===== src/rtl/seg_scan_pkg.sv =====
// Shared types and width helpers for the seven-segment digit scanner.
package seg_scan_pkg;

  typedef enum logic {
    S_ON  = 1'b0,
    S_GAP = 1'b1
  } state_t;

  // Widest scan index needed across the supported digit counts (2..16).
  localparam int MAX_DIGITS = 16;

  function automatic int idx_width(input int digits);
    return (digits <= 2) ? 1 : $clog2(digits);
  endfunction

  // The timer counts down from (phase length - 1), so it must hold max-1.
  function automatic int cnt_width(input int on_cycles, input int gap_cycles);
    int longest;
    longest = (on_cycles > gap_cycles) ? on_cycles : gap_cycles;
    return (longest <= 1) ? 1 : $clog2(longest);
  endfunction

  localparam int IDX_W = idx_width(MAX_DIGITS);

endpackage


===== src/rtl/seg_scan_if.sv =====
// Data/control bundle between the scanner and its host/encoder.
interface seg_scan_if #(
  parameter int DIGITS = 8
);

  logic [4*DIGITS-1:0] i_data;
  logic                i_load;
  logic [DIGITS-1:0]   i_blank_mask;
  logic                i_lzb_en;
  logic [3:0]          o_num;
  logic [DIGITS-1:0]   o_dig_sel;
  logic                o_blank;
  logic                o_frame_done;
  logic                o_pending;

  modport master (
    output i_data, i_load, i_blank_mask, i_lzb_en,
    input  o_num, o_dig_sel, o_blank, o_frame_done, o_pending
  );

  modport slave (
    input  i_data, i_load, i_blank_mask, i_lzb_en,
    output o_num, o_dig_sel, o_blank, o_frame_done, o_pending
  );

endinterface


===== src/rtl/seg_scan_lzb.sv =====
// Leading-zero blank vector: digit k is blanked when it and every more
// significant digit are zero; digit 0 is always kept so zero shows as "0".
module seg_scan_lzb
  import seg_scan_pkg::*;
#(
  parameter int DIGITS = 8
) (
  input  logic [4*DIGITS-1:0] disp_buf,
  input  logic                i_lzb_en,
  output logic [DIGITS-1:0]   lzb_vec
);

  logic all_zero;

  // Walk from the most significant digit down, accumulating "all zero so far".
  always_comb begin
    lzb_vec  = '0;
    all_zero = 1'b1;
    for (int k = DIGITS - 1; k >= 1; k--) begin
      all_zero   = all_zero & (disp_buf[4*k +: 4] == 4'h0);
      lzb_vec[k] = i_lzb_en & all_zero;
    end
  end

endmodule


===== src/rtl/seg_scan.sv =====
// Time-multiplexed common-anode seven-segment scanner with dead-time gaps,
// frame-boundary (tear-free) updates and optional leading-zero blanking.
module seg_scan
  import seg_scan_pkg::*;
#(
  parameter int DIGITS     = 8,
  parameter int ON_CYCLES  = 50000,
  parameter int GAP_CYCLES = 500
) (
  input  logic       i_clk,
  input  logic       i_rst,
  seg_scan_if.slave  bus
);

  localparam int IW = idx_width(DIGITS);
  localparam int TW = cnt_width(ON_CYCLES, GAP_CYCLES);

  localparam logic [IW-1:0] IDX_LAST = IW'(DIGITS - 1);
  localparam logic [TW-1:0] ON_LOAD  = TW'(ON_CYCLES - 1);
  localparam logic [TW-1:0] GAP_LOAD = TW'(GAP_CYCLES - 1);

  state_t              state;
  state_t              next_state;
  logic [IW-1:0]       idx;
  logic [TW-1:0]       timer;
  logic [4*DIGITS-1:0] pend_buf;
  logic [4*DIGITS-1:0] disp_buf;
  logic                pend_vld;
  logic                frame_done;

  logic                timer_done;
  logic                wrap;
  logic [DIGITS-1:0]   lzb_vec;
  logic [DIGITS-1:0]   dig_sel;
  logic                blank;
  logic [3:0]          num;

  assign timer_done = (timer == '0);
  // The gap before digit 0 is the only place a new word may take effect.
  assign wrap = (state == S_GAP) && timer_done && (idx == IDX_LAST);

  always_ff @(posedge i_clk or posedge i_rst) begin
    if (i_rst) begin
      state <= S_GAP;
    end else begin
      state <= next_state;
    end
  end

  always_comb begin
    next_state = state;
    case (state)
      S_GAP:   if (timer_done) next_state = S_ON;
      S_ON:    if (timer_done) next_state = S_GAP;
      default: next_state = S_GAP;
    endcase
  end

  always_comb begin
    dig_sel = '1;
    blank   = 1'b1;
    if (state == S_ON) begin
      for (int k = 0; k < DIGITS; k++) begin
        if (idx == IW'(k)) begin
          dig_sel[k] = 1'b0;
          blank      = bus.i_blank_mask[k] | lzb_vec[k];
        end
      end
    end
  end

  always_ff @(posedge i_clk or posedge i_rst) begin
    if (i_rst) begin
      idx        <= IDX_LAST;
      timer      <= GAP_LOAD;
      frame_done <= 1'b0;
    end else begin
      frame_done <= (state == S_ON) && timer_done && (idx == IDX_LAST);
      if (timer_done) begin
        if (state == S_GAP) begin
          timer <= ON_LOAD;
          idx   <= (idx == IDX_LAST) ? '0 : idx + 1'b1;
        end else begin
          timer <= GAP_LOAD;
        end
      end else begin
        timer <= timer - 1'b1;
      end
    end
  end

  // A load coinciding with the boundary lands after the transfer, so it stays pending.
  always_ff @(posedge i_clk or posedge i_rst) begin
    if (i_rst) begin
      pend_buf <= '0;
      disp_buf <= '0;
      pend_vld <= 1'b0;
    end else begin
      if (wrap && pend_vld) begin
        disp_buf <= pend_buf;
        pend_vld <= 1'b0;
      end
      if (bus.i_load) begin
        pend_buf <= bus.i_data;
        pend_vld <= 1'b1;
      end
    end
  end

  always_comb begin
    num = 4'h0;
    for (int k = 0; k < DIGITS; k++) begin
      if (idx == IW'(k)) num = disp_buf[4*k +: 4];
    end
  end

  seg_scan_lzb #(
    .DIGITS (DIGITS)
  ) u_lzb (
    .disp_buf (disp_buf),
    .i_lzb_en (bus.i_lzb_en),
    .lzb_vec  (lzb_vec)
  );

  assign bus.o_num        = num;
  assign bus.o_dig_sel    = dig_sel;
  assign bus.o_blank      = blank;
  assign bus.o_frame_done = frame_done;
  assign bus.o_pending    = pend_vld;

endmodule


===== src/flat_wrapper.sv =====
// flat-port wrapper written by rule: the top's interface ports become plain ports
module seg_scan_flat import seg_scan_pkg::*;
#(
  parameter int DIGITS     = 8,
  parameter int ON_CYCLES  = 50000,
  parameter int GAP_CYCLES = 500
)
  (i_clk, i_rst, bus_i_data, bus_i_load, bus_i_blank_mask, bus_i_lzb_en, bus_o_num, bus_o_dig_sel, bus_o_blank, bus_o_frame_done, bus_o_pending);
  seg_scan_if #(.DIGITS(DIGITS)) bus_i ();
  input  logic i_clk;
  input  logic i_rst;
  input wire logic [$bits(bus_i.i_data)-1:0] bus_i_data;
  input wire logic [$bits(bus_i.i_load)-1:0] bus_i_load;
  input wire logic [$bits(bus_i.i_blank_mask)-1:0] bus_i_blank_mask;
  input wire logic [$bits(bus_i.i_lzb_en)-1:0] bus_i_lzb_en;
  output wire logic [$bits(bus_i.o_num)-1:0] bus_o_num;
  output wire logic [$bits(bus_i.o_dig_sel)-1:0] bus_o_dig_sel;
  output wire logic [$bits(bus_i.o_blank)-1:0] bus_o_blank;
  output wire logic [$bits(bus_i.o_frame_done)-1:0] bus_o_frame_done;
  output wire logic [$bits(bus_i.o_pending)-1:0] bus_o_pending;
  assign bus_i.i_data = bus_i_data;
  assign bus_i.i_load = bus_i_load;
  assign bus_i.i_blank_mask = bus_i_blank_mask;
  assign bus_i.i_lzb_en = bus_i_lzb_en;
  assign bus_o_num = bus_i.o_num;
  assign bus_o_dig_sel = bus_i.o_dig_sel;
  assign bus_o_blank = bus_i.o_blank;
  assign bus_o_frame_done = bus_i.o_frame_done;
  assign bus_o_pending = bus_i.o_pending;
  seg_scan #(.DIGITS(DIGITS), .ON_CYCLES(ON_CYCLES), .GAP_CYCLES(GAP_CYCLES)) u_core (.i_clk(i_clk), .i_rst(i_rst), .bus(bus_i));
endmodule

===== config.mk =====
export PLATFORM = sky130hd
export DESIGN_NAME = seg_scan_flat
export DESIGN_NICKNAME = d
export VERILOG_FILES = /design/src/rtl/seg_scan_pkg.sv /design/src/rtl/seg_scan_if.sv /design/src/rtl/seg_scan_lzb.sv /design/src/rtl/seg_scan.sv /design/src/flat_wrapper.sv
export SDC_FILE = /design/constraint.sdc
export NUM_CORES = 1
export LEC_CHECK = 0
export BUFFER_PORTS_ARGS = -buffer_cell sky130_fd_sc_hd__buf_2
export CAP_MARGIN = 10
export CORE_MARGIN = 2
export CORE_UTILIZATION = 45
export CTS_CLUSTER_DIAMETER = 50
export DETAILED_ROUTE_END_ITERATION = 12
export PLACE_DENSITY = 0.65
export REMOVE_ABC_BUFFERS = 1
export SLEW_MARGIN = 20
export SYNTH_ARGS = -nofsm -noshare
export SYNTH_HDL_FRONTEND = slang
export SYNTH_SLANG_ARGS = --single-unit

===== constraint.sdc =====
create_clock -name i_clk -period 6.52 [get_ports i_clk]
set_input_delay 0.326 -clock i_clk [delete_from_list [all_inputs] [get_ports i_clk]]
set_output_delay 0.326 -clock i_clk [all_outputs]
set_load 0.05 [all_outputs]

Word level (Yosys, flattened, before mapping)
Cells that the tools add are included.
- reduce and logical (&&, ||, !) cells: 16
- muxes and demuxes: 34
- equal/unequal tests: 7
- bitwise gates (word level): 21
- $add $sub $neg: 2
- operator list (operator ; number):
    $mux W16 ; 2
    $mux W4 ; 8
    $logic_not A4 Y1 ; 7
    $mux W1 ; 21
    $logic_not A16 Y1 ; 1
    $sub A16 B1 Y16 const B ; 1
    $and A1 B1 Y1 ; 13
    $eq A3 B3 Y1 const B ; 4
    $mux W8 ; 1
    $or A1 B1 Y1 ; 7
    $eq A3 B2 Y1 const B ; 2
    $logic_and A1 B1 Y1 ; 5
    $add A3 B1 Y3 const B ; 1
    $eq A3 B1 Y1 const B ; 1
    $logic_not A3 Y1 ; 1
    $mux W3 ; 1
    $pmux W1 S2 ; 1
    $reduce_and A2 Y1 ; 1
    $reduce_bool A2 Y1 ; 1
    $not A1 Y1 ; 1
- output and inout bits: 15
- bits of input ports: 44
- register bits: 86

Depth between registers and ports, before layout
Gate-level depths: netlist of the first run.
- depth in word-level cells: 17
- gate-level depth with buffers: 10
- mapped depth without buffers: 8

Cells and area by module
A second synthesis of the first run with hierarchy kept.
- cells, all modules: 357
- area total of the unflattened synthesis: 4113.9 µm²
- by module, submodules not included (module ; cells an instance ; area an instance (µm²) ; instances):
    seg_scan ; 338 ; 3961.3 ; 1
    seg_scan_lzb ; 19 ; 152.6 ; 1

Worst setup path before layout of the first run
Ideal clock, no wire load.
- path kind: register -> output
- start: reg u_core.idx[1]
- end: out bus_o_num[2]
- data required time: 6194 ps
- cell stages (with the launch flop): 9
- arrival time: 2550 ps
- path slack: 3644 ps
- cells stage by stage: dfstp_2 -> inv_1 -> ha_1 -> clkbuf_1 -> and3b_1 -> a21oi_1 -> o21ai_0 -> a21oi_1 -> o21ai_0
- cells in the longest elaborated chain, start to end: 9
- elaborated cells on any way between the ends: 16
- RTL lines (item ; line ; text):
    start, declared ; seg_scan.sv:24 ; logic [IW-1:0] idx;
    start signal, assigned ; seg_scan.sv:82 ; idx <= (idx == IDX_LAST) ? '0 : idx + 1'b1;
    $logic_not A3 Y1 ; seg_scan.sv:113 ; if (idx == IW'(k)) num = disp_buf[4*k +: 4];
    $mux W4 (7 in series) ; seg_scan.sv:113 ;
    $mux W4 * ; seg_scan.sv:113 ;
    end, declared ; flat_wrapper.sv:16 ; output wire logic [$bits(bus_i.o_num)-1:0] bus_o_num;
Mark *: on every way between the ends. The rest lies on a longest branch, timed or not.

Final worst setup path of the first run
- start: reg u_core.idx[1]
- end: out bus_o_blank
- cells in the longest elaborated chain, start to end: 10
- elaborated cells on any way between the ends: 17
- RTL lines (item ; line ; text):
    $logic_not A3 Y1 ; seg_scan.sv:64 ; if (idx == IW'(k)) begin
    $mux W1 (7 in series) ; seg_scan.sv:64 ;
    $mux W1 * ; seg_scan.sv:64 ;
    $mux W1 * ; seg_scan.sv:62 ; if (state == S_ON) begin
    end, declared ; flat_wrapper.sv:18 ; output wire logic [$bits(bus_i.o_blank)-1:0] bus_o_blank;
Marks and branches as above.

==> results of run 1 <==
[synthesized netlist by cell type (2+ instances only)]
library cell,number
a21o_1,2
a21oi_1,22
a2bb2oi_1,4
a31oi_1,2
and3b_1,3
buf_2,5
clkbuf_1,9
dfrtp_1,75
dfstp_2,11
ha_1,10
inv_1,11
mux2_2,64
nand2_1,30
nand2b_1,4
nand3_1,6
nand4_2,2
nor2_1,21
nor2b_1,2
nor3_1,6
nor3b_1,6
nor4_1,6
o21ai_0,15
or4_1,2
xnor2_1,7
xor2_1,5
[cell families (layout without fill, tap and decap cells)]
kind of cell    count (synthesis)  in the layout
flops                          86             86
simple gates                   95             95
mux                            64             64
xor+xnor                       12             12
compound gates                 54             54
buf+inv                        25             87
fa+ha+maj                      10             10
[final cells by class]
| cell class | count | area [µm²] |
|---|---|---|
| clock buffer | 9 | 124 |
| clock inverter | 7 | 96.3 |
| fill | 803 | 4050 |
| inverter | 11 | 42.5 |
| multi-input combinational | 235 | 1800 |
| sequential | 86 | 2170 |
| tap | 108 | 135 |
| timing repair buffer | 60 | 309 |
[per-stage QoR]
step,utilization,instance area (µm²),hold slack [ns]
2_1_floorplan,-,4000,0.418
6_report,0.535,4670,0.150
3_5_place_dp,0.510,4440,0.448
3_3_place_gp,0.510,4440,0.451
4_1_cts,0.535,4660,0.177
5_1_grt,0.535,4670,0.177
[power breakdown]
part	internal, mW	switching (mW)
combinational	0.0291	0.0236
clock	0.218	0.193
sequential	0.553	0.0101
total	0.800	0.227
[path summary, 6_finish.rpt]
path / startpoint / endpoint / slack [ns] / cells past startpoint
min reg2reg: u_core.timer[0] / u_core.timer[0] / 0.47 / 1
min in group i_clk: bus_i_data[6] / u_core.pend_buf[6] / 0.20 / 2
max reg2reg: u_core.timer[10] / u_core.disp_buf[0] / 3.56 / 8
max in group asynchronous: i_rst / u_core.disp_buf[11] / 5.82 / 3
max: u_core.idx[1] / bus_o_blank / 3.37 / 8
min: i_rst / u_core.timer[10] / 0.15 / 3
[worst max-delay path: stages (launching register included)]
cell and delay, ns:
dfstp_2 0.55, inv_1 0.07, ha_1 0.36, or4b_1 0.56
a22o_1 0.21, a21o_1 0.17, a211oi_1 0.22, o21ai_1 0.11
buf_2 0.23
[registers in the layout, indices dropped and copies added (netlist names)]
register,count
u_core.bus.o_frame_done,1
u_core.bus.o_pending,1
u_core.disp_buf,32
u_core.idx,3
u_core.pend_buf,32
u_core.state,1
u_core.timer,16
[routing by layer]
layer / GRT usage / part of all wire
met5: 0 / 0
met4: 0.0643 / 0.020
met3: 0.0404 / 0.046
met2: 0.267 / 0.48
met1: 0.238 / 0.46
==> impl_metrics.py, run 1 <==
metrics = {
    "critical_path": {
        "required_ns": 6.19,
        "crit_arrival_ns": 2.82,
        "path_class": "flip-flop to output port",
        "worstPathMaxFanout": 16,
        "end_kind": "output port",
        "startpoint_type": "flip-flop",
    },
    "clock_network": {
        "cts_tree": "built",
        "clkSinkCount": 86,
        "numCtsBuffers": 9,
        "clk_latency_ns": 0.35,
        "cts_buffer_depth": 2,
        "hold_buffers": 0,
        "path_clk_slew_ns": 0.08,
        "root_buffer": "clkbuf_8",
        "ctsResizeCount": 0,
        "post_cts_buffers": 0,
        "htreeDepth": 3,
    },
    "synthesis": {
        "synthXorXnorAreaFrac": 0.0259,
        "ys_top_cells_by_area": "dfrtp_1 (46%), mux2_2 (18%), dfstp_2 (7.1%), ha_1 (3.1%), nand2_1 (2.8%)",
        "synth_top_area_cell": "dfrtp_1",
        "synth.area.mux_share": 0.177,
        "ys_warn_count": 0,
        "synth_fa_ha_area_frac": 0.0308,
        "synth_top_area_frac": 0.462,
        "ys_seq_area_frac": 0.533,
        "synth_seq_cells": 86,
        "synth.distinct_cells": 41,
        "avgSynthCellArea_um2": 11.7,
        "synth-compound-area-share": 0.0779,
        "ys_async_sr_fraction": 1.00,
        "synth-edff-count": 0,
        "synth_top_family_by_area": "multiplexers",
        "yosys.area_share.simple": 0.130,
        "synth-main-ff-cell": "dfrtp_1",
        "synth_area_um2": 4060,
        "syn_inst": 346,
    },
    "sta": {
        "fmax_mhz": 318,
        "finClkSkew_ns": 0.00799,
        "rsz0062_at_grt": "no",
        "fin_crit_ns": 3.15,
        "maxSlewViolCount": 0,
        "timing.final.ws_setup_ns": 3.37,
        "hold_viol": 0,
        "tightest_slew_ns": 0.770,
        "final.setup.tns_ns": 0,
        "finalSetupViolCount": 0,
        "finalCritPeriodShare": 0.483,
        "max-slew-margin-rel": 0.487,
    },
    "place": {
        "routabilityCongestion": 0.799,
        "place_hpwl_mm": 5.55,
        "place_worst_setup_slack_ns": 3.58,
        "dp.cells": 500,
        "portBuffers": 58,
    },
    "finish": {
        "nets": 457,
        "final_common_cell": "dfrtp_1",
        "drive_above_1_share": 0.392,
        "final_cell_mix": "dfrtp_1 (75), mux2_2 (64), buf_2 (58)",
        "n_antenna_cell": 0,
        "fin_cells": 516,
        "syn2layout_area_growth_pct": 14.9,
    },
    "floorplan": {
        "num_io_pins": 59,
        "die_h_um": 99,
        "rows": 34,
        "die_x_um": 99,
        "core_um2": 8720,
        "start_util": 0.466,
        "dieArea_um2": 9800,
    },
    "global_route": {
        "antenna_found_initial": 0,
        "grt_pass1_wl_mm": 13.3,
        "gr-total-overflow": 0,
        "grt_max_degree": 87,
        "grt_use_total": 0.173,
        "grt_pass1_vias": 2838,
    },
    "power_and_ir_drop": {
        "power.density_nw_per_um2": 220,
        "power.total_mw": 1.03,
        "peakVddDrop_mv": 0.128,
        "leakagePower_nw": 2.19,
    },
    "hold_path": {
        "hold_path.class": "primary input to async pin",
    },
    "drt": {
        "via_per_inst": 5.39,
        "routedWlPerCell_um": 15.4,
        "wl_mm": 7.94,
        "drtPass1Iterations": 4,
        "drc": 0,
        "drt_iter0_drc": 171,
        "vias": 2780,
        "antenna_left": 0,
    },
    "job": {
        "max-cap-violations": 0,
    },
    "status": {
        "outcome": "finished clean",
    },
}
Power figures use the tool's default switching activity.
==> run 2, diff against run 1 <==
==> constraint.sdc (replaced) <==
create_clock -name i_clk -period 3.25 [get_ports i_clk]
set_input_delay 0.1625 -clock i_clk [delete_from_list [all_inputs] [get_ports i_clk]]
set_output_delay 0.1625 -clock i_clk [all_outputs]
set_load 0.05 [all_outputs]
==> run 2 against run 1 <==
Net effect:
- global-route usage grew 1.1 points
- largest cell class unchanged
- worst setup slack worse by 3.2 ns
- total power is 96% higher
- routed wire length grew 3.1%
- clock power is 90% higher
- combinational power grew 100%
- sequential share of layout area is 0.062 points lower
- highest routed layer unchanged
==> impl_metrics.py, run 2 (synthesized netlist as in run 1, its figures left out) <==
metrics = {
    "status": {
        "outcome": "finished clean",
    },
    "finish": {
        "fin_cells": 519,
        "n_antenna_cell": 0,
        "syn2layout_area_growth_pct": 15.1,
        "seq_area_um2": 2170,
        "multi_input_area_um2": 1800,
        "drive_above_1_share": 0.397,
        "final_cell_mix": "dfrtp_1 (75), mux2_2 (64), buf_2 (58)",
        "fin_util": 0.536,
        "fill_cells": 777,
        "top_regs": "u_core.disp_buf: 32 flops, u_core.pend_buf: 32 flops, u_core.timer: 16 flops",
        "final_common_cell": "dfrtp_1",
        "nets": 460,
    },
    "global_route": {
        "gr-total-overflow": 0,
        "grt_use_total": 0.183,
        "antenna_found_initial": 0,
        "grt_pass1_vias": 2940,
        "grt_max_degree": 43,
        "grt_pass1_wl_mm": 14.1,
    },
    "drt": {
        "routedWlPerCell_um": 15.8,
        "drt_iter0_drc": 113,
        "antenna_left": 0,
        "via_per_inst": 5.35,
        "drtPass1Iterations": 4,
        "drc": 0,
        "vias": 2775,
        "wl_mm": 8.18,
    },
    "clock_network": {
        "cts_buffer_depth": 2,
        "post_cts_buffers": 0,
        "path_clk_slew_ns": 0.09,
        "root_buffer": "clkbuf_8",
        "clk_latency_ns": 0.36,
        "clkSinkCount": 86,
        "htreeDepth": 3,
        "cts_tree": "built",
        "numCtsBuffers": 9,
    },
    "power_and_ir_drop": {
        "leakagePower_nw": 2.19,
        "power.total_mw": 2.02,
        "power.density_nw_per_um2": 431,
        "peakVddDrop_mv": 0.273,
    },
    "sta": {
        "max-slew-margin-rel": 0.505,
        "hold_viol": 0,
        "finalCritPeriodShare": 0.934,
        "rsz0062_at_grt": "no",
        "finalSetupViolCount": 0,
        "finClkSkew_ns": 0.0142,
        "maxSlewViolCount": 0,
        "tightest_slew_ns": 0.742,
        "fin_crit_ns": 3.04,
        "final.setup.tns_ns": 0,
        "fmax_mhz": 329,
        "hold_ws_ns": 0.0238,
    },
    "floorplan": {
        "die_h_um": 99,
        "die_x_um": 99,
        "dieArea_um2": 9800,
        "num_io_pins": 59,
        "core_um2": 8720,
        "start_util": 0.466,
        "rows": 34,
    },
    "critical_path": {
        "cpMaxStageDelayCell": "or4b_1",
        "slowest_delay_ns": 0.56,
        "required_ns": 3.09,
        "worstPathMaxFanout": 16,
        "rrSetupSlack_ns": 0.69,
        "end_kind": "output port",
        "path_class": "flip-flop to output port",
        "crit_path_cell_trace": "inv_1 -> ha_1 -> or4b_1 -> a22o_1 -> a21o_1 -> a211oi_1 -> o21ai_1 -> buf_2",
        "startpoint_type": "flip-flop",
        "path_delay_family": "compound AO/OA/AOI/OAI gates",
        "cp_num_buf_inv": 2,
        "crit_arrival_ns": 2.87,
    },
    "place": {
        "place_hpwl_mm": 5.85,
        "routabilityCongestion": 0.832,
        "portBuffers": 58,
        "dp.cells": 502,
    },
    "job": {
        "max-cap-violations": 0,
    },
    "hold_path": {
        "hold_path.class": "primary input to flip-flop",
    },
}
run 2: cell count changes in the layout (fill, tap and decap cells not counted), sizes merged:
cell / delta
bufinv: -1
buf: +2
dlygate4sd3: +1
inv: +1
run 2: worst paths after layout:
kind | startpoint | end | cells after the start
worst max-delay path | u_core.idx[1] | bus_o_blank | 8
worst min-delay path | bus_i_data[28] | u_core.pend_buf[28] | 2
worst max register to register | u_core.timer[10] | u_core.disp_buf[10] | 8
worst min register to register | u_core.timer[0] | u_core.timer[0] | 1
max in group asynchronous | i_rst | u_core.idx[1] | 4
min in group asynchronous | i_rst | u_core.pend_buf[15] | 3
run 2: area by class of cell:
class	count	share of cell area
inverters	11	0.00910
well taps	108	0.0289
clock buffers	9	0.0265
flip-flops and latches	86	0.463
multi-input cells	235	0.385
repair buffers	63	0.0707
clock inverters	7	0.0169
run 2: timing repair:
action | 4_1_cts | 5_1_grt
setup endpoints to repair | 0 | 1
endpoints found under the hold margin | 32 | 0
hold buffers | 1 | 0
resized for setup | 0 | 1
run 2: per-stage QoR:
stage / instance area [µm²] / setup slack, ns
6_report: 4670 / 0.213
5_1_grt: 4670 / 0.0357
4_1_cts: 4670 / 0.217
3_5_place_dp: 4460 / 0.632
3_3_place_gp: 4460 / 0.624
2_1_floorplan: 4000 / 0.000264
run 2: worst reg2reg max path, stage by stage (launching register included):
cell and delay, ns:
dfrtp_1 0.43, or4_4 0.55, nor2_1 0.12, nand4_2 0.10
inv_1 0.19, ha_1 0.33, nand3_1 0.11, buf_4 0.28
mux2_2 0.35
run 2: layer usage:
layer / vias up / track usage / routed length [µm] / share of wire
met5: - / 0 / 0 / 0
met4: 0 / 0.0695 / 129 / 0.016
met3: 9 / 0.0418 / 319 / 0.039
met2: 52 / 0.301 / 4040 / 0.49
met1: 1366 / 0.236 / 3700 / 0.45
li1: 1348 / - / - / -
run 2: report_power, final:
part           switching [mW]  internal [mW]  total [mW]
combinational          0.0480         0.0596       0.108
sequential             0.0199           1.11        1.13
clock                   0.414          0.365       0.779
total                   0.482           1.53        2.02
